**config.mk**
```make
export PLATFORM = sky130hd
export DESIGN_NAME = sa_result_drain
export DESIGN_NICKNAME = d
export VERILOG_FILES = /design/src/rtl/sa_result_drain_pkg.sv /design/src/rtl/sa_result_drain_fifo.sv /design/src/rtl/sa_result_drain.sv
export SDC_FILE = /design/constraint.sdc
export NUM_CORES = 1
export LEC_CHECK = 0
export CAP_MARGIN = 5
export CORE_MARGIN = 2
export CORE_UTILIZATION = 35
export CTS_BUF_LIST = sky130_fd_sc_hd__clkbuf_16
export DETAILED_ROUTE_END_ITERATION = 10
export GPL_TIMING_DRIVEN = 0
export PLACE_DENSITY_LB_ADDON = 0.15
export SLEW_MARGIN = 20
export SYNTH_ARGS = -nofsm -noshare
export SYNTH_HDL_FRONTEND = slang
export SYNTH_SLANG_ARGS = --single-unit
export TNS_END_PERCENT = 100
```
**constraint.sdc**
```tcl
create_clock -name clk -period 10.3 [get_ports clk]
set_input_delay 2.06 -clock clk [delete_from_list [all_inputs] [get_ports clk]]
set_output_delay 2.06 -clock clk [all_outputs]
set_load 0.05 [all_outputs]
```
**src/rtl/sa_result_drain_pkg.sv**
```systemverilog
// ---------------------------------------------------------------------------
// sa_result_drain_pkg
// Shared definitions for the systolic-array result drain:
//   PE_ROWS / PE_COLS  : array geometry (4x4)
//   ACC_W_DEF/OUT_W_DEF: default accumulator and stored-element widths
//   cap_state_t        : capture FSM state encoding
// ---------------------------------------------------------------------------
package sa_result_drain_pkg;

    localparam int PE_ROWS   = 4;
    localparam int PE_COLS   = 4;
    localparam int ACC_W_DEF = 32;
    localparam int OUT_W_DEF = 16;

    // IDLE means "next strobe is column 0"; ACTIVE covers columns 1..3.
    typedef enum logic {
        CAP_IDLE   = 1'b0,
        CAP_ACTIVE = 1'b1
    } cap_state_t;

endpackage

```
**src/rtl/sa_result_drain_fifo.sv**
```systemverilog
// ---------------------------------------------------------------------------
// sa_sync_fifo
// Single-clock first-word-fall-through FIFO. The head entry is presented on
// o_data as soon as it is written, so a word pushed on edge N is readable
// right after edge N.
// Ports:
//   clk, rstn   clock / asynchronous active-low reset
//   i_push      write request (accepted when not full, or full with a pop)
//   i_data      write data
//   i_pop       read request (ignored when empty)
//   o_data      head entry, zero while empty
//   o_full      DEPTH entries held
//   o_empty     no entries held
//   o_level     current occupancy, 0..DEPTH
// ---------------------------------------------------------------------------
module sa_sync_fifo #(
    parameter int WIDTH = 73,
    parameter int DEPTH = 8
) (
    input  logic                     clk,
    input  logic                     rstn,
    input  logic                     i_push,
    input  logic [WIDTH-1:0]         i_data,
    input  logic                     i_pop,
    output logic [WIDTH-1:0]         o_data,
    output logic                     o_full,
    output logic                     o_empty,
    output logic [$clog2(DEPTH):0]   o_level
);

    localparam int AW    = $clog2(DEPTH);
    localparam int LVL_W = AW + 1;

    logic [WIDTH-1:0] r_mem [DEPTH];
    logic [AW-1:0]    r_wr_ptr;
    logic [AW-1:0]    r_rd_ptr;
    logic [LVL_W-1:0] r_level;

    logic w_full;
    logic w_empty;
    logic w_pop;
    logic w_push;

    assign w_full  = (r_level == LVL_W'(DEPTH));
    assign w_empty = (r_level == '0);
    assign w_pop   = i_pop & ~w_empty;
    // When full, a same-cycle pop frees the slot the write pointer already
    // points at (wr_ptr == rd_ptr), so the push can land there.
    assign w_push  = i_push & (~w_full | w_pop);

    // Storage has no reset; only pointers and level carry state.
    always_ff @(posedge clk) begin
        if (w_push) begin
            r_mem[r_wr_ptr] <= i_data;
        end
    end

    always_ff @(posedge clk or negedge rstn) begin
        if (!rstn) begin
            r_wr_ptr <= '0;
            r_rd_ptr <= '0;
            r_level  <= '0;
        end else begin
            if (w_push) begin
                r_wr_ptr <= r_wr_ptr + AW'(1);
            end
            if (w_pop) begin
                r_rd_ptr <= r_rd_ptr + AW'(1);
            end
            case ({w_push, w_pop})
                2'b10:   r_level <= r_level + LVL_W'(1);
                2'b01:   r_level <= r_level - LVL_W'(1);
                default: r_level <= r_level;
            endcase
        end
    end

    // Asynchronous head read gives fall-through latency; gated to zero while
    // empty so the downstream bus is clean after reset.
    assign o_data  = w_empty ? '0 : r_mem[r_rd_ptr];
    assign o_full  = w_full;
    assign o_empty = w_empty;
    assign o_level = r_level;

endmodule

```
**src/rtl/sa_result_drain.sv**
```systemverilog
// ---------------------------------------------------------------------------
// sa_result_drain
// Captures one 4-element result column per OutputSign strobe from the 4x4
// systolic array, formats each element to OUT_W bits, tags it with its
// result-RAM word address (tile*4 + col) and a last-column flag, and queues
// it for the result-RAM writer over valid/ready. The array cannot stall, so
// a column arriving at a full FIFO is dropped and flagged in overflow.
//
// Build option: define RESULT_SAT_EN to saturate each signed accumulator to
// the signed OUT_W range; otherwise elements are truncated to OUT_W LSBs.
//
// Ports:
//   clk, rstn            clock / asynchronous active-low reset
//   OutputSign           column-valid strobe
//   pe_out_0..pe_out_3   rows 0..3 of the current column
//   m_valid/m_ready      output handshake
//   m_data               {row3,row2,row1,row0}
//   m_addr               word address, modulo 2^ADDR_W
//   m_last               word is column 3 of its tile
//   tile_done            one-cycle pulse after an m_last word is accepted
//   overflow             sticky drop flag, cleared by clr_err (set wins)
//   fifo_level           FIFO occupancy
// ---------------------------------------------------------------------------
module sa_result_drain
    import sa_result_drain_pkg::*;
#(
    parameter int ACC_W  = ACC_W_DEF,
    parameter int OUT_W  = OUT_W_DEF,
    parameter int ADDR_W = 8,
    parameter int DEPTH  = 8
) (
    input  logic                       clk,
    input  logic                       rstn,
    input  logic                       OutputSign,
    input  logic [ACC_W-1:0]           pe_out_0,
    input  logic [ACC_W-1:0]           pe_out_1,
    input  logic [ACC_W-1:0]           pe_out_2,
    input  logic [ACC_W-1:0]           pe_out_3,
    output logic                       m_valid,
    input  logic                       m_ready,
    output logic [4*OUT_W-1:0]         m_data,
    output logic [ADDR_W-1:0]          m_addr,
    output logic                       m_last,
    output logic                       tile_done,
    output logic                       overflow,
    input  logic                       clr_err,
    output logic [$clog2(DEPTH):0]     fifo_level
);

    localparam int COL_W   = $clog2(PE_COLS);
    localparam int TILE_W  = ADDR_W - COL_W;
    localparam int DATA_W  = PE_ROWS * OUT_W;
    localparam int ENTRY_W = DATA_W + ADDR_W + 1;

    // ------------------------------------------------------------------
    // Element formatting
    // ------------------------------------------------------------------
    logic [ACC_W-1:0]  w_pe [PE_ROWS];
    logic [DATA_W-1:0] w_col_fmt;

    assign w_pe[0] = pe_out_0;
    assign w_pe[1] = pe_out_1;
    assign w_pe[2] = pe_out_2;
    assign w_pe[3] = pe_out_3;

    generate
        for (genvar gi = 0; gi < PE_ROWS; gi++) begin : g_fmt
`ifdef RESULT_SAT_EN
            // Value fits when every bit from the OUT_W sign position upward
            // matches the accumulator sign; otherwise clamp to the rail.
            logic [ACC_W-OUT_W:0] w_hi;
            logic                 w_fits;
            assign w_hi   = w_pe[gi][ACC_W-1:OUT_W-1];
            assign w_fits = (&w_hi) | ~(|w_hi);
            assign w_col_fmt[gi*OUT_W +: OUT_W] =
                w_fits             ? w_pe[gi][OUT_W-1:0] :
                w_pe[gi][ACC_W-1]  ? {1'b1, {(OUT_W-1){1'b0}}} :
                                     {1'b0, {(OUT_W-1){1'b1}}};
`else
            logic w_unused_hi;
            assign w_unused_hi = ^w_pe[gi][ACC_W-1:OUT_W];
            assign w_col_fmt[gi*OUT_W +: OUT_W] = w_pe[gi][OUT_W-1:0];
`endif
        end
    endgenerate

    // ------------------------------------------------------------------
    // Capture FSM: column / tile counters. They advance on every strobe,
    // including dropped columns, so addresses stay aligned to the array.
    // ------------------------------------------------------------------
    cap_state_t        r_state;
    logic [COL_W-1:0]  r_col;
    logic [TILE_W-1:0] r_tile;
    logic              w_col_last;

    assign w_col_last = (r_state == CAP_ACTIVE) && (r_col == COL_W'(PE_COLS - 1));

    always_ff @(posedge clk or negedge rstn) begin
        if (!rstn) begin
            r_state <= CAP_IDLE;
            r_col   <= '0;
            r_tile  <= '0;
        end else if (OutputSign) begin
            case (r_state)
                CAP_IDLE: begin
                    r_col   <= COL_W'(1);
                    r_state <= CAP_ACTIVE;
                end
                CAP_ACTIVE: begin
                    if (w_col_last) begin
                        r_col   <= '0;
                        r_tile  <= r_tile + TILE_W'(1);
                        r_state <= CAP_IDLE;
                    end else begin
                        r_col   <= r_col + COL_W'(1);
                    end
                end
                default: begin
                    r_col   <= '0;
                    r_state <= CAP_IDLE;
                end
            endcase
        end
    end

    // ------------------------------------------------------------------
    // FIFO
    // ------------------------------------------------------------------
    logic [ENTRY_W-1:0] w_push_entry;
    logic [ENTRY_W-1:0] w_head;
    logic               w_full;
    logic               w_empty;
    logic               w_pop;
    logic               w_drop;

    // Address is simply {tile, col}: tile*4 + col, wrapping at 2^ADDR_W.
    assign w_push_entry = {w_col_fmt, r_tile, r_col, w_col_last};

    assign w_pop  = m_valid & m_ready;
    assign w_drop = OutputSign & w_full & ~w_pop;

    sa_sync_fifo #(
        .WIDTH (ENTRY_W),
        .DEPTH (DEPTH)
    ) u_fifo (
        .clk     (clk),
        .rstn    (rstn),
        .i_push  (OutputSign),
        .i_data  (w_push_entry),
        .i_pop   (w_pop),
        .o_data  (w_head),
        .o_full  (w_full),
        .o_empty (w_empty),
        .o_level (fifo_level)
    );

    assign m_valid = ~w_empty;
    assign m_data  = w_head[ENTRY_W-1 -: DATA_W];
    assign m_addr  = w_head[ADDR_W:1];
    assign m_last  = w_head[0];

    // ------------------------------------------------------------------
    // Status: tile_done pulse and sticky overflow
    // ------------------------------------------------------------------
    logic r_tile_done;
    logic r_overflow;

    always_ff @(posedge clk or negedge rstn) begin
        if (!rstn) begin
            r_tile_done <= 1'b0;
            r_overflow  <= 1'b0;
        end else begin
            r_tile_done <= w_pop & m_last;
            if (w_drop) begin
                r_overflow <= 1'b1;
            end else if (clr_err) begin
                r_overflow <= 1'b0;
            end
        end
    end

    assign tile_done = r_tile_done;
    assign overflow  = r_overflow;

endmodule

```
# --- After elaboration in Yosys (flattened, before gate mapping) ---
# Memory sizes are Yosys's and may differ from the RTL's.
# Index checks and enable logic that the tools add are counted.
word_totals:
  ff_bits: 21
  ramBits: 584
  input_bits: 133
  out_inout_bits: 80
  elab_cells: 45
  memories: 1
op_classes:
  addsub: 6
  n_eq_ne: 4
  mux: 10
  n_bitwise: 11
  n_reduce_logical: 5
memory_table:
  columns: ["name", "words", "width", "rd", "rd_ports_with_merged_regs", "write_ports", "line", "rtl"]
  rows:
  - ["u_fifo.r_mem", 8, 73, 1, 0, 1, "sa_result_drain_fifo.sv:34", "logic [WIDTH-1:0] r_mem [DEPTH];"]
ops:
  columns: ["cell", "count"]
  rows:
  - ["73-bit 2-to-1 mux", 1]
  - ["4-bit case mux with 2 select lines", 1]
  - ["3-bit by 1-bit adder with 3-bit output (second input constant)", 2]
  - ["6-bit by 1-bit adder with 6-bit output (second input constant)", 1]
  - ["1-bit AND", 6]
  - ["1-bit 2-to-1 mux", 5]
  - ["4-bit by 1-bit adder with 4-bit output (second input constant)", 1]
  - ["2-bit == test (second input constant)", 2]
  - ["4-bit == test (second input constant)", 1]
  - ["4-bit logical NOT", 1]
  - ["1-bit inverter", 4]
  - ["2-bit case mux with 2 select lines", 1]
  - ["2-bit nonzero test", 2]
  - ["4-bit by 1-bit subtractor with 4-bit output (second input constant)", 1]
  - ["3-bit AND reduction", 1]
  - ["2-bit by 1-bit adder with 2-bit output (second input constant)", 1]
  - ["2-bit by 1-bit == test with 1-bit output (second input constant)", 1]
  - ["2-bit 2-to-1 mux", 1]
  - ["1-bit case mux with 2 select lines", 1]
  - ["1-bit logical AND", 1]
  - ["1-bit OR", 1]

# --- Logic depth before layout (Yosys ltp) ---
# Gate-level depths: netlist of run 1.
depth:
  depth_word: 8
  ltp_mapped: 11
  depth_no_buf: 10

# --- Modules after synthesis ---
# A second synthesis of run 1 with hierarchy kept.
unflattened:
  cells_unflattened: 1032
  area_unflattened_um2: 23297.3
by_module_without_submodules:
  columns: ["mod", "instances", "cells_each", "area_per_inst_um2", "seq_area_each_um2"]
  rows:
  - ["sa_sync_fifo", 1, 992, 22819.4, 17787.1]
  - ["sa_result_drain", 1, 40, 478.0, 275.3]

# --- Worst setup path before layout of run 1 ---
# Ideal clock, no wire load.
synth_path:
  kind: "input -> register"
  start: "input OutputSign"
  end: "memory u_fifo.r_mem[0][0], enable pin"
  setup_time_ns: 0.684
  arrival_time_ns: 9.421
  t_required_ns: 9.616
  setup_slack_ns: 0.196
  stages: 3
  n_path_buf: 1
  cell_sequence: "clkbuf_1 > o21ai_2 > nor4_1"
synth_between:
  elab_chain_len: 3
synth_rtl:
  columns: ["element", "line", "rtl"]
  rows:
  - ["from (decl)", "sa_result_drain.sv:34", "input logic OutputSign,"]
  - ["1-bit AND", "sa_result_drain_fifo.sv:49", "assign w_push = i_push & (~w_full | w_pop);"]
  - ["1-bit 2-to-1 mux", "sa_result_drain_fifo.sv:53", "if (w_push) begin"]
  - ["1-bit 2-to-1 mux (not written as such)", "sa_result_drain_fifo.sv:54", "r_mem[r_wr_ptr] <= i_data;"]
  - ["to (decl)", "sa_result_drain_fifo.sv:34", null]
# No other way between the ends.

# --- Final worst setup path of run 1 ---
layout_path:
  start: "register u_fifo.r_level[0] (netlist: u_fifo.o_level[0])"
  end: "output m_data[15]"
layout_between:
  elab_chain_len: 2
layout_rtl:
  columns: ["element", "line", "rtl"]
  rows:
  - ["from (decl)", "sa_result_drain_fifo.sv:37", "logic [LVL_W-1:0] r_level;"]
  - ["from (signal assigned)", "sa_result_drain_fifo.sv:71", "2'b10: r_level <= r_level + LVL_W'(1);"]
  - ["from (signal assigned)", "sa_result_drain_fifo.sv:72", "2'b01: r_level <= r_level - LVL_W'(1);"]
  - ["from (signal assigned)", "sa_result_drain_fifo.sv:73", "default: r_level <= r_level;"]
  - ["4-bit logical NOT", "sa_result_drain_fifo.sv:45", "assign w_empty = (r_level == '0);"]
  - ["73-bit 2-to-1 mux", "sa_result_drain_fifo.sv:80", "assign o_data = w_empty ? '0 : r_mem[r_rd_ptr];"]
  - ["to (decl)", "sa_result_drain.sv:41", "output logic [4*OUT_W-1:0] m_data,"]
# No other way between the ends.

==> impl_metrics.tcl, run 1 <==
set metrics [dict create \
    outcome "finished, final reports clean" \
    setup_viol 0 \
    syn_avg_cell_area_um2 23.9 \
    drc 0 \
    wire_per_inst_um 24.9 \
    fin_crit_ns 5.87 \
    io_pins 213 \
    vias_per_cell 5.06 \
    port-buffer-count 147 \
    end_kind "output port" \
    worst_pin_slew_ns 0.917 \
    synthAdderAreaFrac_pct 0.383 \
    ir_drop_mv 0.210 \
    required_ns 8.24 \
    clock-sinks 605 \
    slew_viol_final 0 \
    async_flop_share_pct 3.47 \
    drtAntennaViolNets 0 \
    netlist_area_um2 22900 \
    insertion_delay_ns 0.58 \
    synthTopCellsByArea "edfxtp_1 (77%), mux4_2 (14%), a22o_1 (2.8%)" \
    drt-total-wl_mm 53.6 \
    cts_resized 0 \
    drtPass1Iterations 5 \
    antenna_cells 0 \
    track_usage_pct 16.1 \
    maxCapViolCount 0 \
    htreeDepth 3 \
    top_layer_used "met5" \
    synth-edff-count 584 \
    clk_path_buf_depth 3 \
    grt_pass1_vias 11400 \
    netlist_top_cells_count "edfxtp_1 (584), mux4_2 (146), a22o_1 (72)" \
    die_area_um2 67400 \
    ys_seq_area_share_pct 79.0 \
    muxShareOfSynthArea_pct 14.7 \
    netlist.area_leader.share_pct 76.7 \
    fin_crit_sh_pct 57.0 \
    crit_type "reg -> out" \
    hold_class "reg -> reg" \
    drt_iter0_drc 810 \
    num_rows 93 \
    synthCells 955 \
    hold_viol 0 \
    die_h_um 260 \
    cp.arrival_ns 3.81 \
    yosys.area_share.simple_pct 0.952 \
    cts_buffers 67 \
    synth_seq_cells 605 \
    drive_gt1_share_pct 27.6 \
    wl_met2_mm 25.6 \
    hpwl_mm 35.6 \
    vias 10900 \
    synth_top_family_by_area "multiplexers" \
    dr_wl_met3_mm 2.78 \
    worst_setup_path_start_kind "register" \
    start_util_pct 35.5 \
    ys_warn_count 0 \
    skew_ns 0.0169 \
    fmax_ghz 0.170 \
    clkTransAtPathRegs_ns 0.06 \
    fin_area_um2 28400 \
    synth-main-ff-cell "edfxtp_1" \
    routabilityCongestion 0.683 \
    yosys.area_share.xor_xnor_pct 0.460 \
    post-synth-top-count-cell "edfxtp_1" \
    syn2layout_area_growth_pct 24.4 \
    wl_met1_mm 24.5 \
    total_power_mw 9.38 \
    grt.overflow.total 0 \
    post_dp_cell_area_um2 26300 \
    core_area_um2 64500 \
    grt_max_degree 22 \
    crit_fanout 10 \
    synth_compound_area_share_pct 3.19 \
    syn-num-nets 1095 \
    yosys.area.top_type "edfxtp_1" \
    die_x_um 260 \
    p_per_area_nw_per_um2 330 \
    p_leak_nw 9.37 \
    cts_tree "yes" \
    cts_setup_buffers 0 \
    nets 1392 \
    synth.distinct_cells 44 \
    root_buffer "clkbuf_16" \
    grt_pass1_wl_mm 78.2 \
    antenna_found_initial 5 \
    rsz0062_at_grt "false" \
    postCtsHoldBufs 0 \
    slew_headroom_pct 38.8 \
]
[path summary, 6_finish.rpt]
kind | startpoint | to | slack, ns | depth (start not counted)
max | u_fifo.o_level[0]$_DFFE_PN0P_ | m_data[15] | 4.43 | 5
min | overflow$_DFFE_PN0P_ | overflow$_DFFE_PN0P_ | 0.53 | 2
max reg2reg | u_fifo.o_level[0]$_DFFE_PN0P_ | u_fifo.r_mem[0][39]$_DFFE_PP_ | 7.27 | 8
min reg2reg | overflow$_DFFE_PN0P_ | overflow$_DFFE_PN0P_ | 0.53 | 2
max in group asynchronous | rstn | tile_done$_DFF_PN0_ | 8.45 | 1
min in group asynchronous | rstn | r_tile[4]$_DFFE_PN0P_ | 1.46 | 1
[metal layers]
layer,vias to the layer above,track usage (%)
met5,-,0
met3,61,3.45
met4,10,4.07
met1,5856,22.9
met2,261,25.3
li1,4709,-
[power by group]
group,total (mW),internal (mW),switching [mW]
Sequential,3.25,3.12,0.130
Combinational,3.85,1.49,2.36
Clock,2.27,1.36,0.914
[through the flow]
| stage | setup TNS (ns) | hold WS, ns | setup WS (ns) | std cells | utilization (%) |
|---|---|---|---|---|---|
| after floorplan | 0 | 0.508 | 0.196 | 955 | - |
| after global placement | -2057.22 | 0.523 | -9.02 | 1957 | 39.4 |
| after detailed placement | 0 | 0.519 | 5.05 | 2038 | 40.9 |
| after CTS | 0 | 0.532 | 4.39 | 2154 | 44.1 |
| after global routing | 0 | 0.552 | 4.29 | 2154 | 44.1 |
| final | 0 | 0.528 | 4.43 | 2154 | 44.1 |
[cell usage in the layout, fill, tap and decap left out, types with 7 or more instances in the layout]
cell type        synthesis  routed
xnor2_1                 10      10
clkbuf_16                0      71
dfrtp_1                 21      21
edfxtp_1               584     584
clkinv_1                 0       9
ha_1                     7       7
a22o_1                  72      72
mux4_2                 146     146
buf_2                   18      30
buf_6                    8      20
clkinv_2                 0       8
buf_1                    7       7
clkbuf_1                17      17
clkdlybuf4s50_1          0     146
inv_1                    6      27
buf_4                    1      44
buf_16                   0      12
[cell type report]
class | count | area, µm²
clock buffer | 71 | 1780
fill | 5550 | 36000
multi-input combinational | 292 | 4540
clock inverter | 45 | 319
sequential | 605 | 18100
timing repair buffer | 228 | 2360
buffer | 51 | 278
inverter | 7 | 26.3
tap | 855 | 1070
[sequential cells by signal, summed over array words and instances (netlist names)]
register / count
u_fifo.r_rd_ptr: 3
tile_done: 1
r_tile: 6
overflow: 1
u_fifo.r_wr_ptr: 3
r_state: 1
r_col: 2
u_fifo.r_mem: 584
u_fifo.o_level: 4
[worst max-delay path, cell delays in order, from the launching register on]
cell and delay (ns):
dfrtp_1 0.55, nor4_4 0.11, nor2_2 0.71, clkbuf_1 0.64, a22o_1 0.37, clkdlybuf4s50_1 0.85
[cell families (layout without fill, tap and decap cells)]
family                     after synthesis  after routing
xor gates and xnor gates                12             12
adders and majority gates                7              7
DFF                                    605            605
and+or+nand+nor                         37             37
AOI/OAI and AO/OA                       84             84
muxes                                  152            152
buffers and inverters                   58            402
Power figures use the tool's default switching activity.
==> run 2: changes to the inputs <==
==> constraint.sdc (replaced) <==
create_clock -name clk -period 5 [get_ports clk]
set_input_delay 1 -clock clk [delete_from_list [all_inputs] [get_ports clk]]
set_output_delay 1 -clock clk [all_outputs]
set_load 0.05 [all_outputs]
==> run 2 against run 1 <==
Die area unchanged. Global-route usage up 0.25 points. Worst hold slack lost 0.14 ns. Via count is essentially flat. First-iteration DRC count increased by 12%. Cell count fell by 0.74%. Critical endpoint is now m_data[3].
==> impl_metrics.tcl, run 2 (synthesis results as in run 1) <==
set metrics [dict create \
    slew_headroom_pct 42.0 \
    p_per_area_nw_per_um2 681 \
    rr_endpoint "u_fifo.o_level[3]$_DFFE_PN0P_" \
    root_buffer "clkbuf_16" \
    fin_crit_sh_pct 91.2 \
    required_ns 4.00 \
    grt_max_degree 22 \
    hold_viol 0 \
    drt-total-wl_mm 53.4 \
    slew_viol_final 0 \
    cpPeakStageDelay_ns 0.85 \
    r2r_slack_ns 1.97 \
    htreeDepth 3 \
    drtPass1Iterations 5 \
    hold_class "in -> async" \
    rr_worst_depth 6 \
    antenna_found_initial 5 \
    cp.arrival_ns 3.56 \
    end_kind "output port" \
    crit_type "reg -> out" \
    drtAntennaViolNets 0 \
    cts_setup_buffers 0 \
    cts_tree "yes" \
    crit_slowest_cell "clkdlybuf4s50_1" \
    startpoint "u_fifo.o_level[2]$_DFFE_PN0P_" \
    p_leak_nw 9.26 \
    worst_setup_path_start_kind "register" \
    num_rows 93 \
    insertion_delay_ns 0.59 \
    drc 0 \
    port-buffer-count 147 \
    routabilityCongestion 0.688 \
    vias_per_cell 5.10 \
    fin_crit_ns 4.56 \
    worstPathCellList "nor4_4, nor2_2, buf_8, clkbuf_1, a22o_1, clkdlybuf4s50_1" \
    setup_viol 0 \
    setup_tns_ns 0 \
    clock-sinks 605 \
    die_x_um 260 \
    grt_pass1_vias 11600 \
    fillers 5544 \
    final_cells 2138 \
    start_util_pct 35.5 \
    antenna_cells 0 \
    io_pins 213 \
    fin_util_pct 44.0 \
    ir_drop_mv 0.393 \
    timing.hold.ws_ns 0.388 \
    clk_path_buf_depth 3 \
    maxCapViolCount 0 \
    worst_pin_slew_ns 0.869 \
    wire_per_inst_um 25.0 \
    layout_commonest_cell "edfxtp_1" \
    rsz0062_at_grt "false" \
    worstReg2RegStart "u_fifo.o_level[2]$_DFFE_PN0P_" \
    fmax_ghz 0.219 \
    nets 1376 \
    track_usage_pct 16.3 \
    skew_ns 0.0100 \
    die_h_um 260 \
    largest_register_ffs 584 \
    clkTransAtPathRegs_ns 0.06 \
    layout_common_cells "edfxtp_1 (584), mux4_2 (146), clkdlybuf4s50_1 (146)" \
    cts_buffers 66 \
    grt_pass1_wl_mm 79.5 \
    hpwl_mm 34.8 \
    vias 10900 \
    die_area_um2 67400 \
    syn2layout_area_growth_pct 24.1 \
    postCtsHoldBufs 0 \
    core_area_um2 64500 \
    cp-endpoint "m_data[3]" \
    crit_fanout 10 \
    top_register "u_fifo.r_mem" \
    total_power_mw 19.3 \
    outcome "finished, final reports clean" \
    dp_cells 2023 \
    grt.overflow.total 0 \
    cts_resized 0 \
    drive_gt1_share_pct 26.6 \
    drt_iter0_drc 907 \
]
-- run 2: changes by cell type in the layout (fill, tap and decap cells not counted), sizes merged --
cell and change:
buf -15, inv -9, clkinv +8, clkbuf +2, bufinv -1, clkinvlp -1
-- run 2: worst min-delay path by stage --
stage / startpoint / to / slack, ns / cells past startpoint
floorplan: r_state$_DFFE_PN0P_ / r_state$_DFFE_PN0P_ / 0.51 / 2
global placement: overflow$_DFFE_PN0P_ / overflow$_DFFE_PN0P_ / 0.52 / 2
detailed placement: overflow$_DFFE_PN0P_ / overflow$_DFFE_PN0P_ / 0.51 / 2
CTS: overflow$_DFFE_PN0P_ / overflow$_DFFE_PN0P_ / 0.54 / 2
global route: rstn / r_tile[3]$_DFFE_PN0P_ / 0.40 / 1
finish: rstn / r_tile[4]$_DFFE_PN0P_ / 0.39 / 1
-- run 2: cell type report --
cell class | count | area (µm²) | share of cell area (%)
Inverter | 7 | 26.3 | 0.0926
Clock buffer | 73 | 1830 | 6.44
Tap cell | 855 | 1070 | 3.77
Clock inverter | 42 | 270 | 0.952
Multi-Input combinational cell | 292 | 4560 | 16.1
Buffer | 51 | 278 | 0.979
Timing Repair Buffer | 213 | 2280 | 8.05
Sequential cell | 605 | 18100 | 63.7
-- run 2: critical path, delay by kind of cell, from the launching register on --
| kind | cells | cell delay (ns) |
|---|---|---|
| AND/OR/NAND/NOR | 2 | 0.49 |
| flip-flops | 1 | 0.53 |
| buffers and inverters | 3 | 1.56 |
| AO/OA/AOI/OAI | 1 | 0.38 |
-- run 2: through the flow --
| stage | instance area [µm²] | setup slack [ns] |
|---|---|---|
| finish | 28400 | 0.439 |
| global route | 28400 | 0.267 |
| CTS | 28400 | 0.366 |
| detailed placement | 26300 | 1.02 |
| global placement | 25400 | -9.22 |
| floorplan | 22900 | -2.09 |
-- run 2: report_power, final --
group          total, mW  switching (mW)  internal [mW]
registers           6.71           0.277           6.44
clock network       4.70            1.90           2.80
logic               7.90            4.83           3.07
total               19.3            7.01           12.3
-- run 2: per-layer routing --
metal  global-route usage, %  vias to the layer above  wire (µm)
met5                       0                        -         60
met4                    4.98                       10       1030
met3                    3.47                       83       3000
met2                    25.4                      290      25300
met1                    23.2                     5828      24000
li1                        -                     4683          -
==> run 3: changes to the inputs <==
--- a/config.mk
+++ b/config.mk
@@ -6,7 +6,8 @@
 export NUM_CORES = 1
 export LEC_CHECK = 0
 export CAP_MARGIN = 5
-export CORE_MARGIN = 2
+export CELL_PAD_IN_SITES_DETAIL_PLACEMENT = 0
+export CELL_PAD_IN_SITES_GLOBAL_PLACEMENT = 2
 export CORE_UTILIZATION = 35
 export CTS_BUF_LIST = sky130_fd_sc_hd__clkbuf_16
 export DETAILED_ROUTE_END_ITERATION = 10
==> run 3 against run 2 <==
Final area fell by 0.25%. Sequential share of layout area is 0.16 points higher. Critical path depth down 1. Cell count grew 0.14%. Via count fell by 0.92%. Setup slack improved by 0.061 ns. Clock-buffer cell count is the same. Combinational power is 0.9% lower. Fmax increased by 1.4%. Global-route usage is 0.20 points lower. Critical path type unchanged. Critical endpoint is now m_data[50].
==> impl_metrics.tcl, run 3 (synthesis results as in run 1) <==
set metrics [dict create \
    outcome "finished, final reports clean" \
    pwr-share-clk_pct 24.0 \
    track_usage_pct 16.1 \
    clock-sinks 605 \
    fin_ws_ns 0.500 \
    port-buffer-count 147 \
    dp_cells 2022 \
    top_register "u_fifo.r_mem" \
    setup_viol 0 \
    syn2layout_area_growth_pct 23.8 \
    start_util_pct 35.5 \
    maxCapViolCount 0 \
    pre_cts_slack_ns 1.01 \
    hold_viol 0 \
    vias 10800 \
    ir_drop_mv 0.344 \
    drc 0 \
    rsz0062_at_grt "false" \
    skew_ns 0.0150 \
    p_per_area_nw_per_um2 676 \
    end_kind "output port" \
    core_area_um2 64500 \
    crit_type "reg -> out" \
    htreeDepth 3 \
    cts_tree "yes" \
    worst_setup_path_start_kind "register" \
    total_power_mw 19.1 \
    post_dp_cell_area_um2 26200 \
    grt_pass1_vias 11700 \
    timing.hold.ws_ns 0.394 \
    fmax_ghz 0.222 \
    final_cells 2141 \
    p_switching_mw 6.93 \
    drt_iter0_drc 718 \
    antenna_found_initial 4 \
    setup_tns_ns 0 \
    p_comb_share_pct 40.9 \
    clk_path_buf_depth 3 \
    die_x_um 258 \
    clkTransAtPathRegs_ns 0.06 \
    fin_crit_sh_pct 90.0 \
    largest_register_ffs 584 \
    fin_area_um2 28300 \
    swShare_pct 36.2 \
    routabilityCongestion 0.686 \
    die_h_um 258 \
    cts_buffers 66 \
    cp.arrival_ns 3.50 \
    grt.overflow.total 0 \
    fin_util_pct 43.9 \
    power_frac_seq_pct 35.1 \
    slew_viol_final 0 \
    crit_fanout 10 \
    internal_power_mw 12.2 \
    insertion_delay_ns 0.59 \
    root_buffer "clkbuf_16" \
    required_ns 4.00 \
    slew_headroom_pct 41.1 \
    fin_crit_ns 4.50 \
    grt_pass1_wl_mm 78.1 \
    io_pins 213 \
    nets 1375 \
    cts_resized 0 \
    cts_setup_buffers 0 \
    hpwl_mm 34.1 \
    drt-total-wl_mm 52.0 \
    vias_per_cell 5.04 \
    drtPass1Iterations 4 \
    die_area_um2 66300 \
    startpoint "u_fifo.r_rd_ptr[1]$_DFFE_PN0P_" \
    layout_commonest_cell "edfxtp_1" \
    wire_per_inst_um 24.3 \
    worst_pin_slew_ns 0.879 \
    layout_common_cells "edfxtp_1 (584), mux4_2 (146), clkdlybuf4s50_1 (146)" \
    p_leak_nw 9.25 \
    drive_gt1_share_pct 26.6 \
    worstReg2RegStart "u_fifo.o_level[2]$_DFFE_PN0P_" \
    hold_class "in -> async" \
    grt_max_degree 22 \
    postCtsHoldBufs 0 \
    num_rows 93 \
    drtAntennaViolNets 0 \
]
[run 3: cell count changes in the layout (fill, tap and decap cells not counted), sizes merged]
cell	delta
inv	+7
clkinv	-4
bufinv	-2
clkinvlp	+2
buf	-1
diode	+1
[run 3: area by class of cell]
cell class                 instances  area, µm²
fill                            5612      36200
sequential                       605      18100
multi-input combinational        292       4560
timing repair buffer             212       2240
clock buffer                      73       1830
tap                              855       1070
buffer                            51        278
clock inverter                    45        239
inverter                           7       26.3
antenna                            1       2.50
[run 3: per-layer routing]
metal | vias up | track usage (%) | share of wire [%]
met3 | 67 | 3.01 | 4.6
met4 | 6 | 4.82 | 1.8
met5 | - | 0 | 0.081
li1 | 4698 | - | -
met1 | 5796 | 22.1 | 44
met2 | 227 | 26.3 | 49
[run 3: critical path, stage by stage (launching register included)]
cell and delay (ns):
dfrtp_1 0.42, buf_2 0.37, buf_1 0.71, mux4_2 0.41
a22o_1 0.29, clkdlybuf4s50_1 0.71
[run 3: worst paths after layout]
kind,endpoint,slack [ns],depth (start not counted)
max,m_data[50],0.50,5
min,r_tile[5]$_DFFE_PN0P_,0.39,1
max reg2reg,u_fifo.o_level[3]$_DFFE_PN0P_,1.99,6
min reg2reg,overflow$_DFFE_PN0P_,0.53,2
max in group asynchronous,r_col[1]$_DFFE_PN0P_,4.23,1
min in group clk,overflow$_DFFE_PN0P_,0.53,2
[run 3: power by group through the flow]
stage	Sequential (mW)	Combinational, mW	Clock, mW
after floorplan	6.88	5.08	0
after global placement	6.98	7.72	0
after detailed placement	6.82	8.02	0
after CTS	6.72	8.04	4.73
after global routing	6.78	8.31	4.91
final	6.71	7.83	4.59
